## src/rtl/output_packer_if.sv

```systemverilog
// Pixel stream and RIFFA TX channel bundle for output_packer.
// master = upstream interpolator + host, slave = the packer.
interface output_packer_if;
    logic [31:0] pixel_in;
    logic        pixel_valid;
    logic        pixel_ready;
    logic        chnl_tx;
    logic        chnl_tx_ack;
    logic        chnl_tx_last;
    logic [31:0] chnl_tx_len;
    logic [30:0] chnl_tx_off;
    logic [63:0] chnl_tx_data;
    logic        chnl_tx_data_valid;
    logic        chnl_tx_data_ren;

    modport master (
        output pixel_in, pixel_valid, chnl_tx_ack, chnl_tx_data_ren,
        input  pixel_ready, chnl_tx, chnl_tx_last, chnl_tx_len, chnl_tx_off,
               chnl_tx_data, chnl_tx_data_valid
    );

    modport slave (
        input  pixel_in, pixel_valid, chnl_tx_ack, chnl_tx_data_ren,
        output pixel_ready, chnl_tx, chnl_tx_last, chnl_tx_len, chnl_tx_off,
               chnl_tx_data, chnl_tx_data_valid
    );
endinterface

```

## src/rtl/output_packer.sv

```systemverilog
// Saturates interpolated pixels to 8 bits, packs eight per 64-bit word and
// returns one frame per start over a RIFFA TX channel through a FWFT word FIFO.
module output_packer #(
    parameter int unsigned FIFO_DEPTH = 16
) (
    input  logic           clock,
    input  logic           reset,
    input  logic           start,
    input  logic [31:0]    out_rows,
    input  logic [31:0]    out_cols,
    output logic           done,
    output logic           overflow,
    output_packer_if.slave bus
);

    localparam int unsigned AW = (FIFO_DEPTH > 1) ? $clog2(FIFO_DEPTH) : 1;
    localparam int unsigned CW = AW + 1;

    typedef enum logic [1:0] {
        ST_IDLE,
        ST_REQ,
        ST_SEND,
        ST_DONE
    } state_e;

    state_e        state_q, state_d;
    logic [31:0]   total_q, total_d;
    logic [31:0]   words_q, words_d;
    logic [31:0]   len_q, len_d;
    logic [31:0]   accepted_q, accepted_d;
    logic [31:0]   sent_q, sent_d;
    logic [2:0]    lane_q, lane_d;
    logic [63:0]   word_q, word_d;
    logic [AW-1:0] wr_ptr_q, wr_ptr_d;
    logic [AW-1:0] rd_ptr_q, rd_ptr_d;
    logic [CW-1:0] count_q, count_d;
    logic          full_q, full_d;
    logic          empty_q, empty_d;
    logic          overflow_q, overflow_d;
    logic [63:0]   mem_q [FIFO_DEPTH];

    logic          start_ok;
    logic [31:0]   start_total;
    logic [31:0]   start_words;
    logic          ready_c;
    logic          data_valid_c;
    logic          accept;
    logic          pop;
    logic          push;
    logic [7:0]    sat;
    logic [63:0]   push_word;

    assign start_ok     = start && (state_q == ST_IDLE);
    assign start_total  = out_rows * out_cols;
    assign start_words  = 32'((33'(start_total) + 33'd7) >> 3);
    assign ready_c      = ((state_q == ST_REQ) || (state_q == ST_SEND)) && !full_q
                          && (accepted_q < total_q);
    assign data_valid_c = (state_q == ST_SEND) && !empty_q;
    assign accept       = bus.pixel_valid && ready_c;
    assign pop          = data_valid_c && bus.chnl_tx_data_ren;

    // Signed clamp to [0,255]
    always_comb begin
        sat = bus.pixel_in[7:0];
        if (bus.pixel_in[31]) begin
            sat = 8'd0;
        end else if (|bus.pixel_in[30:8]) begin
            sat = 8'hFF;
        end
    end

    // Frame sequencing
    always_comb begin
        state_d = state_q;
        case (state_q)
            ST_IDLE: begin
                if (start) begin
                    state_d = (start_total != 32'd0) ? ST_REQ : ST_DONE;
                end
            end
            ST_REQ: begin
                if (bus.chnl_tx_ack) begin
                    state_d = ST_SEND;
                end
            end
            ST_SEND: begin
                if (pop && ((sent_q + 32'd1) == words_q)) begin
                    state_d = ST_DONE;
                end
            end
            ST_DONE: begin
                state_d = ST_IDLE;
            end
            default: begin
                state_d = ST_IDLE;
            end
        endcase
    end

    // Packing, counters and FIFO bookkeeping
    always_comb begin
        total_d    = total_q;
        words_d    = words_q;
        len_d      = len_q;
        accepted_d = accepted_q;
        sent_d     = sent_q;
        lane_d     = lane_q;
        word_d     = word_q;
        overflow_d = overflow_q;
        push       = 1'b0;
        push_word  = word_q | (64'(sat) << {lane_q, 3'b000});

        if (start_ok) begin
            total_d    = start_total;
            words_d    = start_words;
            len_d      = 32'(start_words << 1);
            accepted_d = 32'd0;
            sent_d     = 32'd0;
            lane_d     = 3'd0;
            word_d     = 64'd0;
            overflow_d = 1'b0;
        end

        if (accept) begin
            accepted_d = accepted_q + 32'd1;
            push       = (lane_q == 3'd7) || ((accepted_q + 32'd1) == total_q);
            if (push) begin
                word_d = 64'd0;
                lane_d = 3'd0;
            end else begin
                word_d = push_word;
                lane_d = lane_q + 3'd1;
            end
        end

        // Dropped pixel is a sticky error; it wins over the clear on start
        if (bus.pixel_valid && !ready_c) begin
            overflow_d = 1'b1;
        end

        if (pop) begin
            sent_d = sent_q + 32'd1;
        end

        wr_ptr_d = push ? wr_ptr_q + AW'(1) : wr_ptr_q;
        rd_ptr_d = pop  ? rd_ptr_q + AW'(1) : rd_ptr_q;
        count_d  = count_q + CW'(push) - CW'(pop);
        full_d   = (count_d == CW'(FIFO_DEPTH));
        empty_d  = (count_d == CW'(0));
    end

    always_ff @(posedge clock) begin
        if (reset) begin
            state_q <= ST_IDLE;
        end else begin
            state_q <= state_d;
        end
    end

    always_ff @(posedge clock) begin
        if (reset) begin
            total_q    <= 32'd0;
            words_q    <= 32'd0;
            len_q      <= 32'd0;
            accepted_q <= 32'd0;
            sent_q     <= 32'd0;
            lane_q     <= 3'd0;
            word_q     <= 64'd0;
            wr_ptr_q   <= '0;
            rd_ptr_q   <= '0;
            count_q    <= '0;
            full_q     <= 1'b0;
            empty_q    <= 1'b1;
            overflow_q <= 1'b0;
        end else begin
            total_q    <= total_d;
            words_q    <= words_d;
            len_q      <= len_d;
            accepted_q <= accepted_d;
            sent_q     <= sent_d;
            lane_q     <= lane_d;
            word_q     <= word_d;
            wr_ptr_q   <= wr_ptr_d;
            rd_ptr_q   <= rd_ptr_d;
            count_q    <= count_d;
            full_q     <= full_d;
            empty_q    <= empty_d;
            overflow_q <= overflow_d;
        end
    end

    // Word storage needs no reset: pointers and count define validity
    always_ff @(posedge clock) begin
        if (push) begin
            mem_q[wr_ptr_q] <= push_word;
        end
    end

    assign bus.pixel_ready        = ready_c;
    assign bus.chnl_tx            = (state_q == ST_REQ) || (state_q == ST_SEND);
    assign bus.chnl_tx_last       = 1'b1;
    assign bus.chnl_tx_len        = len_q;
    assign bus.chnl_tx_off        = 31'd0;
    assign bus.chnl_tx_data_valid = data_valid_c;
    assign bus.chnl_tx_data       = data_valid_c ? mem_q[rd_ptr_q] : 64'd0;
    assign done                   = (state_q == ST_DONE);
    assign overflow               = overflow_q;

endmodule
```

## src/flat_wrapper.sv

```systemverilog
// flat-port wrapper written by rule: the top's interface ports become plain ports
module output_packer_flat 
#(
    parameter int unsigned FIFO_DEPTH = 16
)
  (clock, reset, start, out_rows, out_cols, done, overflow, bus_pixel_in, bus_pixel_valid, bus_chnl_tx_ack, bus_chnl_tx_data_ren, bus_pixel_ready, bus_chnl_tx, bus_chnl_tx_last, bus_chnl_tx_len, bus_chnl_tx_off, bus_chnl_tx_data, bus_chnl_tx_data_valid);
  output_packer_if bus_i ();
  input  logic clock;
  input  logic reset;
  input  logic start;
  input  logic [31:0] out_rows;
  input  logic [31:0] out_cols;
  output logic done;
  output logic overflow;
  input wire logic [$bits(bus_i.pixel_in)-1:0] bus_pixel_in;
  input wire logic [$bits(bus_i.pixel_valid)-1:0] bus_pixel_valid;
  input wire logic [$bits(bus_i.chnl_tx_ack)-1:0] bus_chnl_tx_ack;
  input wire logic [$bits(bus_i.chnl_tx_data_ren)-1:0] bus_chnl_tx_data_ren;
  output wire logic [$bits(bus_i.pixel_ready)-1:0] bus_pixel_ready;
  output wire logic [$bits(bus_i.chnl_tx)-1:0] bus_chnl_tx;
  output wire logic [$bits(bus_i.chnl_tx_last)-1:0] bus_chnl_tx_last;
  output wire logic [$bits(bus_i.chnl_tx_len)-1:0] bus_chnl_tx_len;
  output wire logic [$bits(bus_i.chnl_tx_off)-1:0] bus_chnl_tx_off;
  output wire logic [$bits(bus_i.chnl_tx_data)-1:0] bus_chnl_tx_data;
  output wire logic [$bits(bus_i.chnl_tx_data_valid)-1:0] bus_chnl_tx_data_valid;
  assign bus_i.pixel_in = bus_pixel_in;
  assign bus_i.pixel_valid = bus_pixel_valid;
  assign bus_i.chnl_tx_ack = bus_chnl_tx_ack;
  assign bus_i.chnl_tx_data_ren = bus_chnl_tx_data_ren;
  assign bus_pixel_ready = bus_i.pixel_ready;
  assign bus_chnl_tx = bus_i.chnl_tx;
  assign bus_chnl_tx_last = bus_i.chnl_tx_last;
  assign bus_chnl_tx_len = bus_i.chnl_tx_len;
  assign bus_chnl_tx_off = bus_i.chnl_tx_off;
  assign bus_chnl_tx_data = bus_i.chnl_tx_data;
  assign bus_chnl_tx_data_valid = bus_i.chnl_tx_data_valid;
  output_packer #(.FIFO_DEPTH(FIFO_DEPTH)) u_core (.clock(clock), .reset(reset), .start(start), .out_rows(out_rows), .out_cols(out_cols), .done(done), .overflow(overflow), .bus(bus_i));
endmodule
```

## config.mk

```make
export PLATFORM = sky130hd
export DESIGN_NAME = output_packer_flat
export DESIGN_NICKNAME = d
export VERILOG_FILES = /design/src/rtl/output_packer_if.sv /design/src/rtl/output_packer.sv /design/src/flat_wrapper.sv
export SDC_FILE = /design/constraint.sdc
export NUM_CORES = 2
export LEC_CHECK = 0
export ABC_AREA = 0
export BUFFER_PORTS_ARGS = -buffer_cell sky130_fd_sc_hd__buf_2
export CAP_MARGIN = 20
export CORE_MARGIN = 10
export CORE_UTILIZATION = 63
export DETAILED_ROUTE_END_ITERATION = 16
export GPL_ROUTABILITY_DRIVEN = 0
export GPL_TIMING_DRIVEN = 0
export PLACE_DENSITY = 0.93
export SLEW_MARGIN = 20
export SYNTH_ARGS = -nofsm -noshare
export SYNTH_HDL_FRONTEND = slang
export SYNTH_SLANG_ARGS = --single-unit
```

## constraint.sdc

```tcl
create_clock -name clock -period 9.7 [get_ports clock]
set_clock_uncertainty 0.2 [all_clocks]
set_input_delay 1.455 -clock clock [delete_from_list [all_inputs] [get_ports clock]]
set_output_delay 1.455 -clock clock [all_outputs]
set_load 0.02 [all_outputs]
```

==> results.yml <==
grt:
  grt_pass1_wl_um: 321000
  antenna_found_initial: 15
  grt_usage_pct: 36.2
  grt_pass1_vias: 49000
  grt_overflow: 0
  grt_max_degree: 40
run_status:
  violations: "antenna rules"
  outcome: "finished, violations left"
critical_path:
  endpoint_kind: "flop"
  reg2reg_depth: 18
  cp_slowest_cell: "clkbuf_1"
  r2r_start: "u_core.accepted_q[0]$_SDFFE_PP0P_"
  crit_path_start_kind: "primary input"
  worstSetupPathDepth: 26
  startpoint: "out_cols[5]"
  path_class: "primary input to flop"
  worst_path_largest_cell_delay_ns: 0.60
  critPathBufInv: 6
  reg2reg_to: "u_core.mem_q[0][17]$_DFFE_PP_"
  reg2reg_slack_ns: 2.59
  crit_top_cell: "fa_1"
  critPathMaxFanout: 10
  cp-endpoint: "u_core.state_q[1]$_SDFFE_PP0P_"
  crit_arrival_ns: 9.95
  crit_family: "adder cells"
  required_ns: 10.11
floorplanning:
  io_pins: 235
  rows: 119
  dieArea_um2: 120000
  initial_core_util_pct: 63.6
  core-area_um2: 106000
  die_x_um: 347
  die_h_um: 347
final_layout:
  multi_input_area_um2: 29700
  nNetsFinal: 5900
  layout-drive-gt1-share_pct: 18.3
  n_fill_cell: 6112
  final-seq-area_um2: 35100
  syn_to_final_growth_pct: 11.9
timing:
  slew_headroom_pct: 5.99
  finalSetupViolCount: 0
  fmax_mhz: 105
  holdWs_ns: 0.285
  min_period_ns: 9.54
  finalCritPeriodShare_pct: 98.4
  hold_viol_final: 0
  tightest_slew_ns: 1.41
  rsz0062_at_grt: "false"
  slew_viol_final: 0
synthesis:
  netlist_area_um2: 67300
  ys_ff_latch: 1239
  async_reset_ff_share_pct: 0
  ys.flop_type: "edfxtp_1"
  synth_area_leaders: "edfxtp_1 (46%), fa_1 (12%), mux4_2 (11%)"
  synth_edf_count: 1024
  synth_commonest_cells: "edfxtp_1 (1024), inv_1 (451), fa_1 (409), and2_1 (382), nand2_1 (357)"
  syn-instance-count: 4814
  synth_top_area_share_pct: 45.7
  synth.largest_area_cell: "edfxtp_1"
  yosysSeqAreaShare_pct: 52.1
  ys_warn_count: 0
  syn_avg_cell_area_um2: 14.0
  synth_most_common_cell: "edfxtp_1"
  ys_types: 85
run:
  cap_viol_max_count: 0
clock_tree:
  clkLatencyLatePin_ns: 0.75
  holdBufCountCts: 0
  cts_htree_levels: 3
  cts_made_buffers: 113
  clockBufferDepth: 3
  clkSlewWorstSetupHoldPaths_ns: 0.06
  clockRootBuffer: "clkbuf_16"
  clock_sinks: 1239
  cts_tree: "built"
drt:
  wl_per_cell_um: 33.0
  drc: 0
  drt-vias-per-instance: 7.01
  dr_total_vias: 47100
  drt-total-wl_um: 221000
  antenna_left: 1
  drt_iter0_markers: 7723
  firstDrtPassIters: 7
place:
  hpwl_um: 139000
  port_buffers: 194
min_path:
  hold_path.class: "flop to flop"
sequential cells by signal, summed over array words and instances (netlist names), 2 cells and up, named ones only:
name	count
u_core.state_q	2
u_core.accepted_q	32
u_core.lane_q	3
u_core.rd_ptr_q	4
u_core.sent_q	32
u_core.count_q	5
u_core.word_q	64
u_core.words_q	30
u_core.wr_ptr_q	4
u_core.mem_q	1024
u_core.total_q	32
cell type report:
| cell class | instances | area share [%] |
|---|---|---|
| multi-input combinational | 2865 | 39.5 |
| tap | 1391 | 2.31 |
| clock inverter | 68 | 1.12 |
| clock buffer | 142 | 4.05 |
| timing repair buffer | 259 | 2.41 |
| antenna | 13 | 0.0432 |
| inverter | 452 | 2.25 |
| buffer | 285 | 1.78 |
| sequential | 1239 | 46.6 |
cells in the final DEF, fill, tap and decap left out, types with 140 or more instances in the layout:
cell / n
a21oi_1: 140
and2_1: 382
buf_2: 204
clkbuf_1: 187
dfxtp_1: 215
edfxtp_1: 1024
fa_1: 409
ha_1: 174
inv_1: 451
mux4_2: 320
nand2_1: 357
nor2_1: 162
xnor2_1: 156
worst reg2reg max path, delay by kind of cell (launching register included):
kind,cells,cell delay [ns]
compound gates,2,0.94
fa+ha+maj,1,0.34
buf+inv,6,1.49
flops,1,0.47
simple gates,9,3.39
kinds of logic (layout without fill, tap and decap cells):
kind of cell | after synthesis | after routing | synth area share (%)
flip-flops | 1239 | 1239 | 52.1
buffers and inverters | 742 | 1206 | 4.44
other | 2 | 47 | 0.0112
AND/OR/NAND/NOR | 1206 | 1206 | 9.44
XOR/XNOR | 214 | 214 | 2.79
multiplexers | 324 | 324 | 10.8
AO/OA/AOI/OAI | 504 | 504 | 5.03
adder cells (fa/ha/maj) | 583 | 583 | 15.4
layer usage:
layer / vias up / global-route usage, % / wire length, µm
met2: 5045 / 57.6 / 102000
met5: - / 0 / 35
met4: 6 / 25.6 / 20100
met1: 22700 / 41.4 / 66500
li1: 17900 / - / -
met3: 1360 / 11.7 / 32700
timing repair:
| item | CTS | global route |
|---|---|---|
| gates resized for setup | 3 | 53 |
| endpoints found under the setup margin | 8 | 8 |
| buffers inserted | 0 | 0 |
metrics by stage:
step	cells	instance area, µm²	util (%)	setup WS [ns]	setup TNS, ns
floorplan	4846	67400	-	0.730	0
global placement	6431	70100	66.3	-4.51	-1362.41
detailed placement	6493	71000	67.2	-0.962	-9.76
CTS	6702	74900	70.9	0.138	0
global route	6703	75200	71.2	0.00677	0
finish	6714	75300	71.2	0.160	0
how the worst min path moves through the flow:
stage,from,end,cells past startpoint
final,u_core.total_q[3]$_SDFFE_PP0P_,u_core.total_q[3]$_SDFFE_PP0P_,2
after global routing,u_core.word_q[9]$_SDFFE_PP0P_,u_core.word_q[9]$_SDFFE_PP0P_,1
after CTS,u_core.word_q[57]$_SDFFE_PP0P_,u_core.word_q[57]$_SDFFE_PP0P_,1
after detailed placement,u_core.word_q[58]$_SDFFE_PP0P_,u_core.word_q[58]$_SDFFE_PP0P_,1
after global placement,u_core.word_q[48]$_SDFFE_PP0P_,u_core.word_q[48]$_SDFFE_PP0P_,1
after floorplan,u_core.total_q[0]$_SDFFE_PP0P_,u_core.total_q[0]$_SDFFE_PP0P_,2
Power is not shown: default switching activity piles up to over one toggle a cycle in this logic, so the estimate is an artifact.
